<file path="src/rtl/noc_rx_depacketizer_pkg.sv">
// rtl/noc_rx_depacketizer_pkg.sv - NoC flit field layout, rx error codes and header/tail decode helpers
package Noc_parameters;

    localparam int Noc_Data_Width   = 32;
    localparam int Noc_ID_X_Width   = 2;
    localparam int Noc_ID_Y_Width   = 2;
    localparam int Noc_Point_H      = 28;
    localparam int Noc_Source_Point = 24;
    localparam int Noc_Dest_Point   = Noc_Source_Point - Noc_ID_X_Width - Noc_ID_Y_Width;
    localparam int Axi_Len_Point    = 8;
    localparam int Noc_Point_E      = 4;

    localparam logic [Noc_Data_Width-Noc_Point_H-1:0] Noc_Head_H = 4'hA;
    localparam logic [Noc_Data_Width-Noc_Point_H-1:0] Noc_Tail_H = 4'hC;
    localparam logic [Axi_Len_Point-Noc_Point_E-1:0]  Noc_Head_E = 4'h5;
    localparam logic [Axi_Len_Point-Noc_Point_E-1:0]  Noc_Tail_E = 4'h3;

    typedef enum logic [2:0] {
        NOC_RX_ERR_NONE         = 3'd0,
        NOC_RX_ERR_BAD_HEAD     = 3'd1,
        NOC_RX_ERR_DEST         = 3'd2,
        NOC_RX_ERR_ORPHAN       = 3'd3,
        NOC_RX_ERR_OVERFLOW     = 3'd4,
        NOC_RX_ERR_BAD_TAIL     = 3'd5,
        NOC_RX_ERR_EMPTY        = 3'd6,
        NOC_RX_ERR_HEAD_IN_BODY = 3'd7
    } noc_rx_err_e;

    function automatic logic noc_head_hit(input logic [Noc_Data_Width-1:0] d);
        return (d[Noc_Data_Width-1:Noc_Point_H] == Noc_Head_H) &&
               (d[Axi_Len_Point-1:Noc_Point_E] == Noc_Head_E);
    endfunction

    function automatic logic noc_tail_hit(input logic [Noc_Data_Width-1:0] d);
        return (d[Noc_Data_Width-1:Noc_Point_H] == Noc_Tail_H) &&
               (d[Axi_Len_Point-1:Noc_Point_E] == Noc_Tail_E);
    endfunction

endpackage

</file>
<file path="src/rtl/noc_rx_depacketizer_payload_buf.sv">
// rtl/noc_rx_depacketizer_payload_buf.sv - simple dual-port payload register array
module noc_rx_payload_buf
    import Noc_parameters::*;
#(
    parameter int MAX_PAYLOAD = 8,
    parameter int AW          = $clog2(MAX_PAYLOAD)
) (
    input  logic                      clk,
    input  logic                      wr_en,
    input  logic [AW-1:0]             wr_ptr,
    input  logic [Noc_Data_Width-1:0] wr_data,
    input  logic [AW-1:0]             rd_ptr,
    output logic [Noc_Data_Width-1:0] rd_data
);

    logic [Noc_Data_Width-1:0] mem_q [MAX_PAYLOAD];

    always_ff @(posedge clk) begin
        if (wr_en) begin
            mem_q[wr_ptr] <= wr_data;
        end
    end

    assign rd_data = mem_q[rd_ptr];

endmodule

</file>
<file path="src/rtl/noc_rx_depacketizer.sv">
// rtl/noc_rx_depacketizer.sv - NoC local-port packet sink with framing checks and store-and-forward replay
module noc_rx_depacketizer
    import Noc_parameters::*;
#(
    parameter logic [Noc_ID_X_Width-1:0] X_ID        = '0,
    parameter logic [Noc_ID_Y_Width-1:0] Y_ID        = '0,
    parameter int                        MAX_PAYLOAD = 8
) (
    input  logic                             noc_clk,
    input  logic                             noc_rst_n,
    input  logic                             flit_valid,
    input  logic [Noc_Data_Width+1:0]        flit_in,
    output logic                             flit_ready,
    output logic                             out_valid,
    input  logic                             out_ready,
    output logic [Noc_Data_Width-1:0]        out_data,
    output logic                             out_last,
    output logic [Noc_ID_X_Width-1:0]        out_src_x,
    output logic [Noc_ID_Y_Width-1:0]        out_src_y,
    output logic [$clog2(MAX_PAYLOAD):0]     out_len,
    output logic                             err_valid,
    output logic [2:0]                       err_code,
    output logic [15:0]                      pkt_cnt
);

    localparam int AW = $clog2(MAX_PAYLOAD);
    localparam int CW = AW + 1;
    localparam int IW = Noc_ID_X_Width + Noc_ID_Y_Width;

    localparam logic [1:0] S_IDLE    = 2'd0;
    localparam logic [1:0] S_PAYLOAD = 2'd1;
    localparam logic [1:0] S_DROP    = 2'd2;
    localparam logic [1:0] S_DRAIN   = 2'd3;

    logic [1:0]    state_q, state_d;
    logic [CW-1:0] count_q, count_d;
    logic [AW-1:0] rd_q, rd_d;
    logic [IW-1:0] src_q, src_d;
    logic          err_valid_q, err_valid_d;
    logic [2:0]    err_code_q, err_code_d;
    logic [15:0]   pkt_cnt_q, pkt_cnt_d;

    logic [Noc_Data_Width-1:0] dat, rd_data;
    logic [IW-1:0]             f_src, f_dst;
    logic                      is_head, is_tail, fire, wr_en, last_beat;
    logic                      take_head, hd_good, hd_err;
    logic [1:0]                hd_state;
    noc_rx_err_e               hd_code;

    assign dat       = flit_in[Noc_Data_Width-1:0];
    assign is_head   = flit_in[Noc_Data_Width+1];
    assign is_tail   = flit_in[Noc_Data_Width];
    assign f_src     = dat[Noc_Point_H-1:Noc_Source_Point];
    assign f_dst     = dat[Noc_Source_Point-1:Noc_Dest_Point];
    assign fire      = flit_valid && (state_q != S_DRAIN);
    assign last_beat = ({1'b0, rd_q} == count_q - CW'(1));

    // Head decode as seen from IDLE; a head+tail flit closes its own packet immediately.
    always_comb begin
        hd_good  = 1'b0;
        hd_err   = 1'b1;
        hd_state = is_tail ? S_IDLE : S_DROP;
        if (!noc_head_hit(dat)) begin
            hd_code = NOC_RX_ERR_BAD_HEAD;
        end else if (f_dst != {X_ID, Y_ID}) begin
            hd_code = NOC_RX_ERR_DEST;
        end else begin
            hd_good = 1'b1;
            if (is_tail) begin
                hd_code = NOC_RX_ERR_EMPTY;
            end else begin
                hd_code  = NOC_RX_ERR_NONE;
                hd_err   = 1'b0;
                hd_state = S_PAYLOAD;
            end
        end
    end

    always_comb begin
        state_d     = state_q;
        count_d     = count_q;
        rd_d        = rd_q;
        src_d       = src_q;
        err_valid_d = 1'b0;
        err_code_d  = err_code_q;
        pkt_cnt_d   = pkt_cnt_q;
        wr_en       = 1'b0;
        take_head   = 1'b0;
        case (state_q)
            S_IDLE: begin
                if (fire) begin
                    if (is_head) begin
                        take_head = 1'b1;
                    end else begin
                        err_valid_d = 1'b1;
                        err_code_d  = NOC_RX_ERR_ORPHAN;
                    end
                end
            end
            S_PAYLOAD: begin
                if (fire) begin
                    if (is_head) begin
                        take_head = 1'b1;
                    end else if (is_tail) begin
                        state_d = S_IDLE;
                        if (!noc_tail_hit(dat) || f_src != src_q || f_dst != {X_ID, Y_ID}) begin
                            err_valid_d = 1'b1;
                            err_code_d  = NOC_RX_ERR_BAD_TAIL;
                        end else if (count_q == '0) begin
                            err_valid_d = 1'b1;
                            err_code_d  = NOC_RX_ERR_EMPTY;
                        end else begin
                            state_d = S_DRAIN;
                            rd_d    = '0;
                        end
                    end else if (count_q == CW'(MAX_PAYLOAD)) begin
                        err_valid_d = 1'b1;
                        err_code_d  = NOC_RX_ERR_OVERFLOW;
                        state_d     = S_DROP;
                    end else begin
                        wr_en   = 1'b1;
                        count_d = count_q + CW'(1);
                    end
                end
            end
            S_DROP: begin
                if (fire) begin
                    if (is_head) begin
                        take_head = 1'b1;
                    end else if (is_tail) begin
                        state_d = S_IDLE;
                    end
                end
            end
            default: begin
                if (out_ready) begin
                    if (last_beat) begin
                        state_d   = S_IDLE;
                        rd_d      = '0;
                        pkt_cnt_d = pkt_cnt_q + 16'd1;
                    end else begin
                        rd_d = rd_q + AW'(1);
                    end
                end
            end
        endcase

        // A head arriving mid-packet reports the abandoned packet rather than the new head's own status.
        if (take_head) begin
            state_d = hd_state;
            if (state_q == S_PAYLOAD) begin
                err_valid_d = 1'b1;
                err_code_d  = NOC_RX_ERR_HEAD_IN_BODY;
            end else begin
                err_valid_d = hd_err;
                err_code_d  = hd_err ? hd_code : err_code_q;
            end
            if (hd_good) begin
                count_d = '0;
                src_d   = f_src;
            end
        end
    end

    always_ff @(posedge noc_clk) begin
        if (!noc_rst_n) begin
            state_q     <= S_IDLE;
            count_q     <= '0;
            rd_q        <= '0;
            src_q       <= '0;
            err_valid_q <= 1'b0;
            err_code_q  <= '0;
            pkt_cnt_q   <= '0;
        end else begin
            state_q     <= state_d;
            count_q     <= count_d;
            rd_q        <= rd_d;
            src_q       <= src_d;
            err_valid_q <= err_valid_d;
            err_code_q  <= err_code_d;
            pkt_cnt_q   <= pkt_cnt_d;
        end
    end

    noc_rx_payload_buf #(
        .MAX_PAYLOAD (MAX_PAYLOAD),
        .AW          (AW)
    ) u_buf (
        .clk     (noc_clk),
        .wr_en   (wr_en),
        .wr_ptr  (count_q[AW-1:0]),
        .wr_data (dat),
        .rd_ptr  (rd_q),
        .rd_data (rd_data)
    );

    assign flit_ready = (state_q != S_DRAIN);
    assign out_valid  = (state_q == S_DRAIN);
    assign out_data   = out_valid ? rd_data : '0;
    assign out_last   = out_valid && last_beat;
    assign out_src_x  = src_q[IW-1:Noc_ID_Y_Width];
    assign out_src_y  = src_q[Noc_ID_Y_Width-1:0];
    assign out_len    = count_q;
    assign err_valid  = err_valid_q;
    assign err_code   = err_code_q;
    assign pkt_cnt    = pkt_cnt_q;

endmodule

</file>
<file path="config.mk">
export PLATFORM = sky130hd
export DESIGN_NAME = noc_rx_depacketizer
export DESIGN_NICKNAME = d
export VERILOG_FILES = /design/src/rtl/noc_rx_depacketizer_pkg.sv /design/src/rtl/noc_rx_depacketizer_payload_buf.sv /design/src/rtl/noc_rx_depacketizer.sv
export SDC_FILE = /design/constraint.sdc
export NUM_CORES = 1
export LEC_CHECK = 0
export BUFFER_PORTS_ARGS = -buffer_cell sky130_fd_sc_hd__buf_2
export CAP_MARGIN = 15
export CORE_MARGIN = 4
export CORE_UTILIZATION = 60
export CTS_BUF_LIST = sky130_fd_sc_hd__clkbuf_4 sky130_fd_sc_hd__clkbuf_8 sky130_fd_sc_hd__clkbuf_16
export DETAILED_ROUTE_END_ITERATION = 16
export GPL_TIMING_DRIVEN = 0
export PLACE_DENSITY = 0.9
export SYNTH_ARGS = -nofsm -noshare
export SYNTH_HDL_FRONTEND = slang
export SYNTH_HIERARCHICAL = 1
export SYNTH_SLANG_ARGS = --single-unit
</file>
<file path="constraint.sdc">
create_clock -name noc_clk -period 7.15 [get_ports noc_clk]
set_input_delay 0.715 -clock noc_clk [delete_from_list [all_inputs] [get_ports noc_clk]]
set_output_delay 0.715 -clock noc_clk [all_outputs]
set_load 0.1 [all_outputs]
</file>
### Word-level counts from Yosys, hierarchy flattened

Memories as Yosys holds them, arrays and structs flattened. A register that Yosys moved wholly into a read port is not among the register bits.
Cells that the tools add are included.

* add/subtract/negate cells: 4
* equality and inequality tests: 27
* mux-type cells: 76
* bitwise gates (word level): 2
* reduce and logical (&&, ||, !) cells: 21

Operator list (number)
* 3-bit two-way mux: 23
* 2-bit two-way mux: 16
* 32-bit two-way mux: 1
* 4-bit two-way mux: 7
* 1-bit two-way mux: 25
* 3-bit != test, second input constant: 7
* 16-bit by 1-bit adder with 16-bit output, second input constant: 1
* 2-bit != test, second input constant: 7
* 4-bit == test, second input constant: 3
* 3-bit case mux with 2 select lines: 2
* 4-bit nonzero test: 3
* 9-bit AND reduction: 1
* 8-bit AND reduction: 1
* 7-bit AND reduction: 1
* 2-bit case mux with 3 select lines: 1
* 5-bit != test, second input constant: 1
* 4-bit by 1-bit adder with 4-bit output, second input constant: 1
* 2-bit == test, second input constant: 2
* 3-bit by 4-bit == test with 1-bit output: 1
* 4-bit by 2-bit == test with 1-bit output, second input constant: 1
* 4-bit by 3-bit == test with 1-bit output, second input constant: 1
* 1-bit logical AND: 4
* 4-bit zero test: 1
* 4-bit != test: 1
* 16 further kinds: 18

* flip-flop bits (word level): 33
* memory bits (writable): 256
* input bits: 38
* output and inout bits: 63
* logic and storage cells: 138
* memories kept: 1

Memories
* u_buf.mem_q: depth 8, bits a word 32, read ports 1, clocked after Yosys merged registers in 1, wr ports 1, RTL line noc_rx_depacketizer_payload_buf.sv:16 `logic [Noc_Data_Width-1:0] mem_q [MAX_PAYLOAD];`

### Logic depth before layout (Yosys ltp)

Gate-level depths: netlist of the first run.

* depth after elaboration: 12
* depth in mapped cells: 8
* depth with buffers taken out: 7

### Cells and area by module

Netlist of the first run, hierarchy kept.

By module, submodules not included
* noc_rx_payload_buf: times used 1, cells an instance 383, area each 9825.7 um^2, seq. area each 7687.4 um^2
* noc_rx_depacketizer: times used 1, cells an instance 281, area each 2270.9 um^2, seq. area each 660.6 um^2

### Least setup slack after synthesis of the first run

Ideal clock, no wire load.

* path type: reg2reg
* start point: reg count_q[0], in the netlist out_len[0]
* end point: mem u_buf.mem_q[4][0] (enable)
* library setup time: 0.461 ns
* arrival: 4.285 ns
* data required time: 6.689 ns
* slack: 2.404 ns
* cell stages (with the launch flop): 7
* path buffers: 0
* clock period less this slack: 4.746 ns
* path through: dfxtp_1 inv_1 ha_1 and3b_1 nor2_1 nand2_1 nor3_1

* word-level cells in the longest chain between the ends: 8

Ends and longest elaborated chain
* from (decl): RTL line noc_rx_depacketizer.sv:36 `logic [CW-1:0] count_q, count_d;`
* from (signal assigned): RTL line noc_rx_depacketizer.sv:176 `count_q <= count_d;`
* 4-bit == test: RTL line noc_rx_depacketizer.sv:116 `end else if (count_q == CW'(MAX_PAYLOAD)) begin`
* 1-bit two-way mux: RTL line noc_rx_depacketizer.sv:116
* 1-bit two-way mux: RTL line noc_rx_depacketizer.sv:104 `end else if (is_tail) begin`
* 1-bit two-way mux: RTL line noc_rx_depacketizer.sv:102 `if (is_head) begin`
* 1-bit two-way mux: RTL line noc_rx_depacketizer.sv:101 `if (fire) begin`
* 1-bit two-way mux: RTL line noc_rx_depacketizer.sv:89 `case (state_q)`
* net wr_en: RTL line noc_rx_depacketizer.sv:45 `logic is_head, is_tail, fire, wr_en, last_beat;`
* 1-bit two-way mux: RTL line noc_rx_depacketizer_payload_buf.sv:19 `if (wr_en) begin`
* 1-bit two-way mux (not written as such): RTL line noc_rx_depacketizer_payload_buf.sv:20 `mem_q[wr_ptr] <= wr_data;`
* to (decl): RTL line noc_rx_depacketizer_payload_buf.sv:16

The timed path passes the listed nets, and every way through them passes these cells.

==> impl_results.md, run 1 <==
- Status: completed
- Post-DRT Antenna Nets: 0
- Synthesized net count: around 710
- Layout cells sized above 1: 29.2%
- End-of-flow core utilization: between 70% and 80%
- Number of buffers added on ports: 97
- Critical Path Most Common Cell: buf_2
- Average cell area after synthesis: 18.2 sq um
- Die height: between 100 and 150 um
- Async SR Flop Fraction: 0%
- Router iterations before antenna repair: 5
- Vias: 6,802
- Maxcap violations: 0
- CTS tree: built
- Die area: 22,500 sq um
- DR WL/cell: 24.0 um
- Area grow syn2layout: 16.9%
- Gpl congestion: between 0.9 and 1
- Total CTS buffers: 28
- Final Critical Period: around 3700 ps
- Initial antenna violation count: 2
- Most frequent cells in the layout: edfxtp_1, buf_2, mux4_1
- Starting Density: between 60% and 70%
- Crit Path Max Fanout: 10
- First-pass GRT wire length: ~40 mm
- Sink Count: approximately 290
- Critical path, cell by cell: clkbuf_1, buf_2, mux4_1, mux2_2, and2_1, buf_2
- Pre-CTS setup slack: approximately 3700 ps
- Clock transition at path regs: 60 ps
- Top cells by area, synth: edfxtp_1, mux4_1, dfxtp_1
- Setup TNS: 0 ps
- Number of enable flip-flop cells after synthesis: 256
- Worst setup path start: rd_q[2]
- Worst R2R Path Depth: 9
- GRT Total Usage: roughly a quarter
- Yosys top cell by area: edfxtp_1
- Std cell rows: 51
- Vias/cell: 6.25
- Synth top area share: a little under two thirds
- Peak VDD IR: 0.156 mV
- #FFs+latches synth: between 200 and 300
- Ys Warns: 6
- Setup WS post-layout: ~3500 ps
- Most common cell after layout, fill and taps aside: edfxtp_1
- CP Data Required Time: between 6000 and 7000 ps
- I/O pins: 101
- Max Slew Vio Count: 0
- Gr ovfl total: 0
- Clock root buffer: clkbuf_16
- Setup Buffers After CTS: 0
- N_diodes: 0
- Leakage Power: approximately 4.9 nW
- Synth Cell Area: around 12,000 sq um
- Worst flop-to-flop path startpoint: state_q[0]
- Clk_lat worst skew: 550 ps
- Critical path startpoint category: register
- CP arrival: 2950 ps
- Post-cts sizing count: 0
- Post-Route Skew: roughly 19 ps
- Power Dens Cells: roughly 250 nW/um^2
- Crit path kind: register to primary output
- Hold-fix buffers, CTS: 0
- DRT Wirelength: around 26 mm
- Synth Flop Type: edfxtp_1
- Max incr delay on CP: roughly 470 ps
- Core area: between 15,000 and 20,000 sq um
- Vias in the first global route: approximately 7,000
- Synth cell types: 57
- Hold path depth: 1
- Final hold violation count: 0
- Final period utilization: ~51%
- Iter 0 DRT Violations: ~500
- Final setup viols: 0
- H-Tree Level Count: 1
- Hold Startpoint: flit_in[18]
- Fmax: around 0.27 GHz
- Hold Crit Class: input port to register
- Bufs on Longest Clock Path: 3
- Crit-path slowest cell: clkbuf_1
- DPL Wire Length: between 15 and 20 mm
- Nets: 850
- Worst Setup End Kind: primary output
- DRC Markers: 0
- Cells after Synth: 664
- Slew HR: between 30% and 40%
- Die width: 150 um
- Post-synthesis sequential area ratio: about 69%
- Largest net degree at the start of global routing: 27
- Actual slew at the worst max-slew pin: about 910 ps
- RSZ-0062 raised after global routing: no
==> cells by family (layout without fill, tap and decap cells) <==
family	after synthesis	in the layout	synth area share, %
buffers and inverters	46	206	2.00
adder cells (fa/ha/maj)	9	9	0.931
AO/OA/AOI/OAI	56	56	3.17
flip-flops	289	289	69.0
multiplexers	106	106	17.0
XOR/XNOR	11	11	0.797
AND/OR/NAND/NOR	147	147	7.13
==> cell usage after synthesis (2+ instances only) <==
library cell and count:
clkbuf_1 13, xnor2_1 8, or3_1 6, inv_1 14
and2_1 38, buf_2 7, mux4_2 24, nor2_1 27
o41ai_1 2, xor2_1 3, mux2i_1 9, nor3_1 5
mux4_1 40, nor2b_1 4, buf_6 8, nor4bb_1 3
dfxtp_1 33, a31oi_1 3, ha_1 9, nand2_1 16
o31a_1 2, and3_1 2, o31ai_1 8, nand4_1 8
a21oi_1 17, nand2b_1 5, o21ai_0 10, nor3b_1 2
buf_1 4, or4_1 8, mux2_2 33, a21boi_0 2
nand3_1 10, nor4_1 3, edfxtp_1 256
==> metal layers <==
layer,wire length [um],up-vias,track usage (%)
li1,-,2984,-
met1,10200,3453,31.6
met2,13300,303,40.5
met3,1970,58,4.33
met4,677,4,6.40
met5,26,-,0
==> area by class of cell <==
class                           instances  area [sq um]
Sequential cell                       289          8350
Fill cell                            1169          5510
Multi-Input combinational cell        329          3560
Clock buffer                           35           759
Timing Repair Buffer                  109           684
Tap cell                              265           332
Clock inverter                         16           219
Buffer                                 32           189
Inverter                               14          52.6
==> stage by stage <==
stage | cells | instance area (sq um) | hold WS [ps] | power, mW
final | 1089 | 14100 | 433 | 3.57
after CTS | 1089 | 14100 | 417 | 3.60
after global routing | 1089 | 14100 | 431 | 3.69
after global placement | 1026 | 12900 | 449 | 2.06
after floorplan | 664 | 12100 | 462 | 2.01
after detailed placement | 1038 | 13200 | 462 | 2.06
==> critical path, delay by kind of cell, from the launching register on <==
family	cells	cell delay, ps
buffers and inverters	3	1160
multiplexers	2	670
flip-flops	1	410
AND/OR/NAND/NOR	1	170
==> flip-flops by register name, indices dropped and copies added, names as in the netlist <==
register,flops
u_buf/mem_q,256
err_valid,1
rd_q,3
pkt_cnt,16
err_code,3
state_q,2
out_len,4
src_q,4
==> worst paths after layout <==
| kind | end | slack (ps) |
|---|---|---|
| setup / recovery | out_data[24] | 3480 |
| hold / removal | u_buf/mem_q[7][18] | 430 |
| hold reg to reg | err_code[1] | 480 |
| setup reg to reg | u_buf/mem_q[0][15] | 3630 |
==> power breakdown <==
group | total (mW) | internal (mW) | switching (mW)
registers | 1.84 | 1.84 | 0.00413
logic | 0.187 | 0.0776 | 0.110
clock network | 1.54 | 0.935 | 0.609
(Power assumes the default switching activity.)
==> run 2, diff against run 1 <==
--- a/config.mk
+++ b/config.mk
@@ -8,11 +8,11 @@
 export BUFFER_PORTS_ARGS = -buffer_cell sky130_fd_sc_hd__buf_2
 export CAP_MARGIN = 15
 export CORE_MARGIN = 4
-export CORE_UTILIZATION = 60
+export CORE_UTILIZATION = 59
 export CTS_BUF_LIST = sky130_fd_sc_hd__clkbuf_4 sky130_fd_sc_hd__clkbuf_8 sky130_fd_sc_hd__clkbuf_16
 export DETAILED_ROUTE_END_ITERATION = 16
 export GPL_TIMING_DRIVEN = 0
-export PLACE_DENSITY = 0.9
+export PLACE_DENSITY = 0.89
 export SYNTH_ARGS = -nofsm -noshare
 export SYNTH_HDL_FRONTEND = slang
 export SYNTH_HIERARCHICAL = 1
==> constraint.sdc (replaced) <==
create_clock -name noc_clk -period 3.4 [get_ports noc_clk]
set_input_delay 0.34 -clock noc_clk [delete_from_list [all_inputs] [get_ports noc_clk]]
set_output_delay 0.34 -clock noc_clk [all_outputs]
set_load 0.1 [all_outputs]
==> impl_results.md, run 2 (synthesized netlist as in run 1, its figures left out) <==
- Status: completed
- CP arrival: 2860 ps (-90 ps)
- Critical path, cell by cell: ha_1, clkbuf_1, clkbuf_1, and2_1, buf_2
- Clock transition at path regs: 60 ps (about the same)
- Max incr delay on CP: 540 ps (+70 ps)
- Routing usage on met3: 4.37% (+0.038 points)
- Largest net degree at the start of global routing: 24 (-11%)
- Most common cell after layout, fill and taps aside: edfxtp_1
- GR Util met2: 39.1% (-1.5 points)
- Hold path depth: 1 (unchanged)
- Actual slew at the worst max-slew pin: 856 ps (-50.5 ps)
- Vias: 6,732 (-1.0%)
- Iter 0 DRT Violations: 453 (-8.5%)
- DR WL/cell: 23.5 um (-2.1%)
- Vias in the first global route: 6,831 (-1.5%)
- DP Area: 13,200 sq um (+0.15%)
- Pre-CTS setup slack: -176 ps (-3830 ps)
- I/O pins: 101 (unchanged)
- DRC Markers: 0 (unchanged)
- Power Dens Cells: 506 nW/um^2 (+100%)
- Sink Count: 289 (unchanged)
- Gr ovfl total: 0 (unchanged)
- Std cell rows: 52 (+2.0%)
- Setup WS post-layout: 199 ps (-3280 ps)
- End-of-flow core utilization: 70.3% (-1.6 points)
- Final hold violation count: 0 (unchanged)
- Peak VDD IR: 0.365 mV (+130%)
- Worst Setup End Kind: primary output
- Crit path kind: register to primary output
- Layout cells sized above 1: 30.1% (+0.85 points)
- Leakage Power: 4.88 nW (about the same)
- Hold-fix buffers, CTS: 0 (unchanged)
- Max reg flops: 256 (unchanged)
- H-Tree Level Count: 1 (unchanged)
- Number of buffers added on ports: 97 (unchanged)
- Die area: 22,900 sq um (+1.6%)
- Storage cell area: 8350 sq um (about the same)
- Final setup viols: 0 (unchanged)
- Filler cell count: 1,227 (+5.0%)
- Die width: 151 um (+0.80%)
- Post-Route Skew: 9.61 ps (-9.45 ps)
- Nets: 854 (+0.47%)
- Critical Path Most Common Cell: clkbuf_1
- Area grow syn2layout: 17.3%
- Worst R2R Path Depth: 7 (-2)
- CP Data Required Time: 3060 ps (-3370 ps)
- Top Usage Layer GRT: met2
- Initial antenna violation count: 1 (-1)
- Post-route cell area: 14,200 sq um (+0.28%)
- Clock root buffer: clkbuf_16
- DRT Wirelength: 25.8 mm (-1.7%)
- Met1 Use GR: 31.5% (-0.11 points)
- Die height: 151 um (+0.80%)
- Largest Register: u_buf/mem_q
- First-pass GRT wire length: 39.3 mm (-1.8%)
- Critical path startpoint category: register
- Total CTS buffers: 28 (unchanged)
- Post-DRT Antenna Nets: 0 (unchanged)
- Fmax: 0.312 GHz
- GRT Total Usage: 23.0% (-0.66 points)
- DPL Wire Length: 16.0 mm (-1.8%)
- N_diodes: 0 (unchanged)
- Slew HR: 42.4% (+3.4 points)
- Pwr Total: 7.18 mW (+100%)
- Final period utilization: 94.1%
- Core area: 20,200 sq um (+2.6%)
- Final Critical Period: 3200 ps
- RSZ-0062 raised after global routing: no
- Gpl congestion: 0.870 (-3.8%)
- Max Slew Vio Count: 0 (unchanged)
- Most frequent cells in the layout: edfxtp_1, buf_2, mux4_1
- Vias/cell: 6.15 (-1.5%)
- Router iterations before antenna repair: 5 (unchanged)
- Crit Path Max Fanout: 10 (unchanged)
- Hold Crit Class: input port to register
- Clk_lat worst skew: 530 ps (-20 ps)
- Multi-input combinational cell area: 3580 sq um (+0.42%)
- Hold_ws: 83.5 ps (-350 ps)
- Starting Density: 60.0% (-1.6 points)
- Crit-path slowest cell: clkbuf_1
- Maxcap violations: 0 (unchanged)
- Bufs on Longest Clock Path: 3 (unchanged)
- CTS tree: built
run 2: path summary, 6_finish.rpt:
| kind | from | slack [ps] | end |
|---|---|---|---|
| worst max-delay path | state_q[0] | 200 | out_data[21] |
| worst min-delay path | flit_in[15] | 80 | u_buf/mem_q[4][15] |
| worst max register to register | state_q[0] | 230 | err_code[0] |
| worst min register to register | err_code[1] | 460 | err_code[1] |
run 2: what timing repair did:
| item | 4_1_cts | 5_1_grt |
|---|---|---|
| setup buffers | 1 | 6 |
| setup endpoints to repair | 17 | 167 |
| gates resized for setup | 0 | 4 |
| cloned | 0 | 0 |
| pin swaps | 1 | 5 |
run 2: through the flow:
step | std cells | TNS [ps]
finish | 1094 | 0
global route | 1094 | 0
CTS | 1088 | 0
detailed placement | 1040 | -2960
global placement | 1031 | -331980
floorplan | 664 | -89150
run 2: per-layer routing:
metal | part of all wire, % | up-vias
li1 | - | 2991
met1 | 40 | 3385
met2 | 52 | 316
met3 | 7.2 | 38
met4 | 1.6 | 2
met5 | 0.050 | -
run 2: worst max-delay path, delay by kind of cell, from the launching register on:
kind | cells | cell delay (ps)
simple gates | 1 | 220
flops | 1 | 450
buf+inv | 3 | 1440
fa+ha+maj | 1 | 210
run 2: layout make-up:
class                           count  area share, %
Sequential cell                   289           58.9
Clock buffer                       36           5.62
Multi-Input combinational cell    329           25.2
Tap cell                          270           2.38
Clock inverter                     11          0.485
Buffer                             32           1.34
Timing Repair Buffer              113           5.73
Inverter                           14          0.370
run 2: power by group:
group          internal, mW  switching (mW)  total (mW)  leakage (nW)
registers              3.87         0.00884        3.88          2.57
logic                 0.164           0.224       0.389          1.88
clock network          1.65            1.26        2.91         0.439
total                  5.69            1.49        7.18          4.88
==> run 3, diff against run 2 <==
--- a/config.mk
+++ b/config.mk
@@ -12,7 +12,7 @@
 export CTS_BUF_LIST = sky130_fd_sc_hd__clkbuf_4 sky130_fd_sc_hd__clkbuf_8 sky130_fd_sc_hd__clkbuf_16
 export DETAILED_ROUTE_END_ITERATION = 16
 export GPL_TIMING_DRIVEN = 0
-export PLACE_DENSITY = 0.89
+export PLACE_DENSITY_LB_ADDON = 0.2
 export SYNTH_ARGS = -nofsm -noshare
 export SYNTH_HDL_FRONTEND = slang
 export SYNTH_HIERARCHICAL = 1
==> impl_results.md, run 3 (synthesized netlist as in run 1, its figures left out) <==
- Gr ovfl total: 0 (unchanged)
- Vias: 6,718 (-0.21%)
- Final setup viols: 0 (unchanged)
- Area grow syn2layout: 19.9%
- Router iterations before antenna repair: 5 (unchanged)
- Clock transition at path regs: 60 ps (about the same)
- Most frequent cells in the layout: edfxtp_1, buf_2, mux4_1
- Hold Crit Class: input port to register
- Nets: 861 (+0.82%)
- Vias/cell: 6.06 (-1.6%)
- Hold endpoint: u_buf/mem_q[4][1]
- Total CTS buffers: 29 (+3.6%)
- DRC Markers: 0 (unchanged)
- Sink Count: 289 (unchanged)
- Core area: 20,200 sq um (unchanged)
- RSZ-0062 raised after global routing: no
- Internal power: 6.24 mW (+9.8%)
- R2R setup slack: 180 ps (-50 ps)
- CP Data Required Time: 3060 ps (about the same)
- Final period utilization: 95.7% (+1.6 points)
- Max reg flops: 256 (unchanged)
- I/O pins: 101 (unchanged)
- CP arrival: 2910 ps (+50 ps)
- Layout cells sized above 1: 31.3% (+1.2 points)
- Clk_lat worst skew: 540 ps (about the same)
- Iter 0 DRT Violations: 435 (-4.0%)
- Maxcap violations: 0 (unchanged)
- Combinational power share: 5.0% (-0.4 points)
- Hold path depth: 1 (unchanged)
- Slew HR: 38.4% (-4.0 points)
- Worst Setup End Kind: primary output
- Sw Ratio: 19.5% (-1.3 points)
- Post-DRT Antenna Nets: 0 (unchanged)
- Number of buffers added on ports: 97 (unchanged)
- Clock power frac: 45.0% (+4.4 points)
- First-pass GRT wire length: 39.2 mm (-0.16%)
- Largest net degree at the start of global routing: 26 (+8.3%)
- H-Tree Level Count: 1 (unchanged)
- Critical path startpoint category: register
- Max Slew Vio Count: 0 (unchanged)
- DRT Wirelength: 25.6 mm (-0.59%)
- Largest Register: u_buf/mem_q
- Power Dens Cells: 534 nW/um^2 (+5.6%)
- Std cell rows: 52 (unchanged)
- DPL Wire Length: 16.0 mm (about the same)
- Actual slew at the worst max-slew pin: 915 ps (+59.2 ps)
- Wire length on met1: 10.1 mm (-1.1%)
- Worst flop-to-flop path startpoint: state_q[0]
- Switch Pwr: 1.51 mW (+1.1%)
- Hold-fix buffers, CTS: 0 (unchanged)
- Critical Path Most Common Cell: clkbuf_1
- Initial antenna violation count: 3 (+2)
- DR top layer: met5
- Die width: 151 um (unchanged)
- CTS tree: built
- CP bufs+invs: 3 (unchanged)
- Max incr delay on CP: 510 ps (-30 ps)
- Vias in the first global route: 6,951 (+1.8%)
- Hold_ws: 68.8 ps (-14.8 ps)
- Die area: 22,900 sq um (unchanged)
- Leakage Power: 5.03 nW (+3.1%)
- CP top delay family: buffers and inverters
- Critical path, cell by cell: ha_1, clkbuf_1, clkbuf_1, and2_1, buf_2
- Setup TNS: 0 ps (unchanged)
- Crit-path slowest cell: clkbuf_1
- DR WL/cell: 23.1 um (-1.9%)
- Pwr Total: 7.75 mW (+8.0%)
- Gpl congestion: 0.873 (+0.31%)
- Met3 Routed Length: 1.49 mm (-20%)
- Worst R2R Path Depth: 7 (unchanged)
- Sequential power share: 50.0% (-4.0 points)
- Post-Route Skew: 6.78 ps (-2.84 ps)
- Crit path kind: register to primary output
- Clock root buffer: clkbuf_16
- Crit Path Max Fanout: 10 (unchanged)
- Fmax: 0.307 GHz (-1.7%)
- Most common cell after layout, fill and taps aside: edfxtp_1
- WL met2: 13.6 mm (+2.4%)
- Hold Startpoint: flit_in[1]
- Die height: 151 um (unchanged)
- End-of-flow core utilization: 71.9% (+1.6 points)
- Final hold violation count: 0 (unchanged)
- Status: completed
- Peak VDD IR: 0.388 mV (+6.3%)
- Final Critical Period: 3250 ps (+54.2 ps)
- GRT Total Usage: 22.9% (-0.13 points)
- Bufs on Longest Clock Path: 3 (unchanged)
- Worst r2r dst: err_code[0]
- Starting Density: 60.0% (unchanged)
==> run 3: cell count changes in the layout (fill, tap and decap cells not counted), sizes merged <==
cell	previous run	this run
buf	132	138
bufinv	0	7
clkinv	6	8
clkinvlp	0	1
diode	0	2
inv	19	16
==> run 3: worst max path at each step <==
stage	endpoint	slack (ps)	cells past startpoint	start
after floorplan	u_buf/mem_q[7][0]	-520	6	out_len[0]
after global placement	u_buf/mem_q[3][23]	-1780	7	state_q[0]
after detailed placement	u_buf/mem_q[2][23]	-30	8	state_q[0]
after CTS	u_buf/mem_q[7][21]	6	8	state_q[0]
after global routing	out_data[20]	40	5	state_q[0]
final	out_data[30]	150	5	state_q[0]
==> run 3: what timing repair did <==
item                       4_1_cts  5_1_grt
pin swaps                        3        3
setup endpoints to repair       85       99
resized for setup                0        3
setup buffers                    7        5
==> run 3: final cells by class <==
class | instances | area (sq um)
multi-input cells | 329 | 3580
clock inverters | 18 | 275
inverters | 14 | 52.6
diodes | 2 | 5.00
fillers | 1248 | 5660
well taps | 270 | 338
clock buffers | 36 | 803
flip-flops and latches | 289 | 8350
plain buffers | 32 | 190
repair buffers | 119 | 918
==> run 3: layer usage <==
metal | GRT usage (%) | vias to the layer above
li1 | - | 3016
met4 | 6.07 | 2
met2 | 40.1 | 237
met1 | 30.0 | 3431
met5 | 0 | -
met3 | 3.80 | 32
==> run 3: power by group through the flow <==
stage          combinational, mW  clock (mW)  sequential (mW)
2_1_floorplan              0.228           0             3.99
3_3_place_gp               0.369           0             3.95
3_5_place_dp               0.384           0             3.95
4_1_cts                    0.388        3.54             3.88
5_1_grt                    0.415        3.71             3.88
6_report                   0.386        3.49             3.88
==> run 3: stage by stage <==
stage | setup WS [ps] | instance area (sq um) | instances
finish | 145 | 14500 | 1109
global route | 35.1 | 14500 | 1109
CTS | 5.52 | 14400 | 1102
detailed placement | -33.1 | 13200 | 1041
global placement | -1780 | 12900 | 1031
floorplan | -516 | 12100 | 664
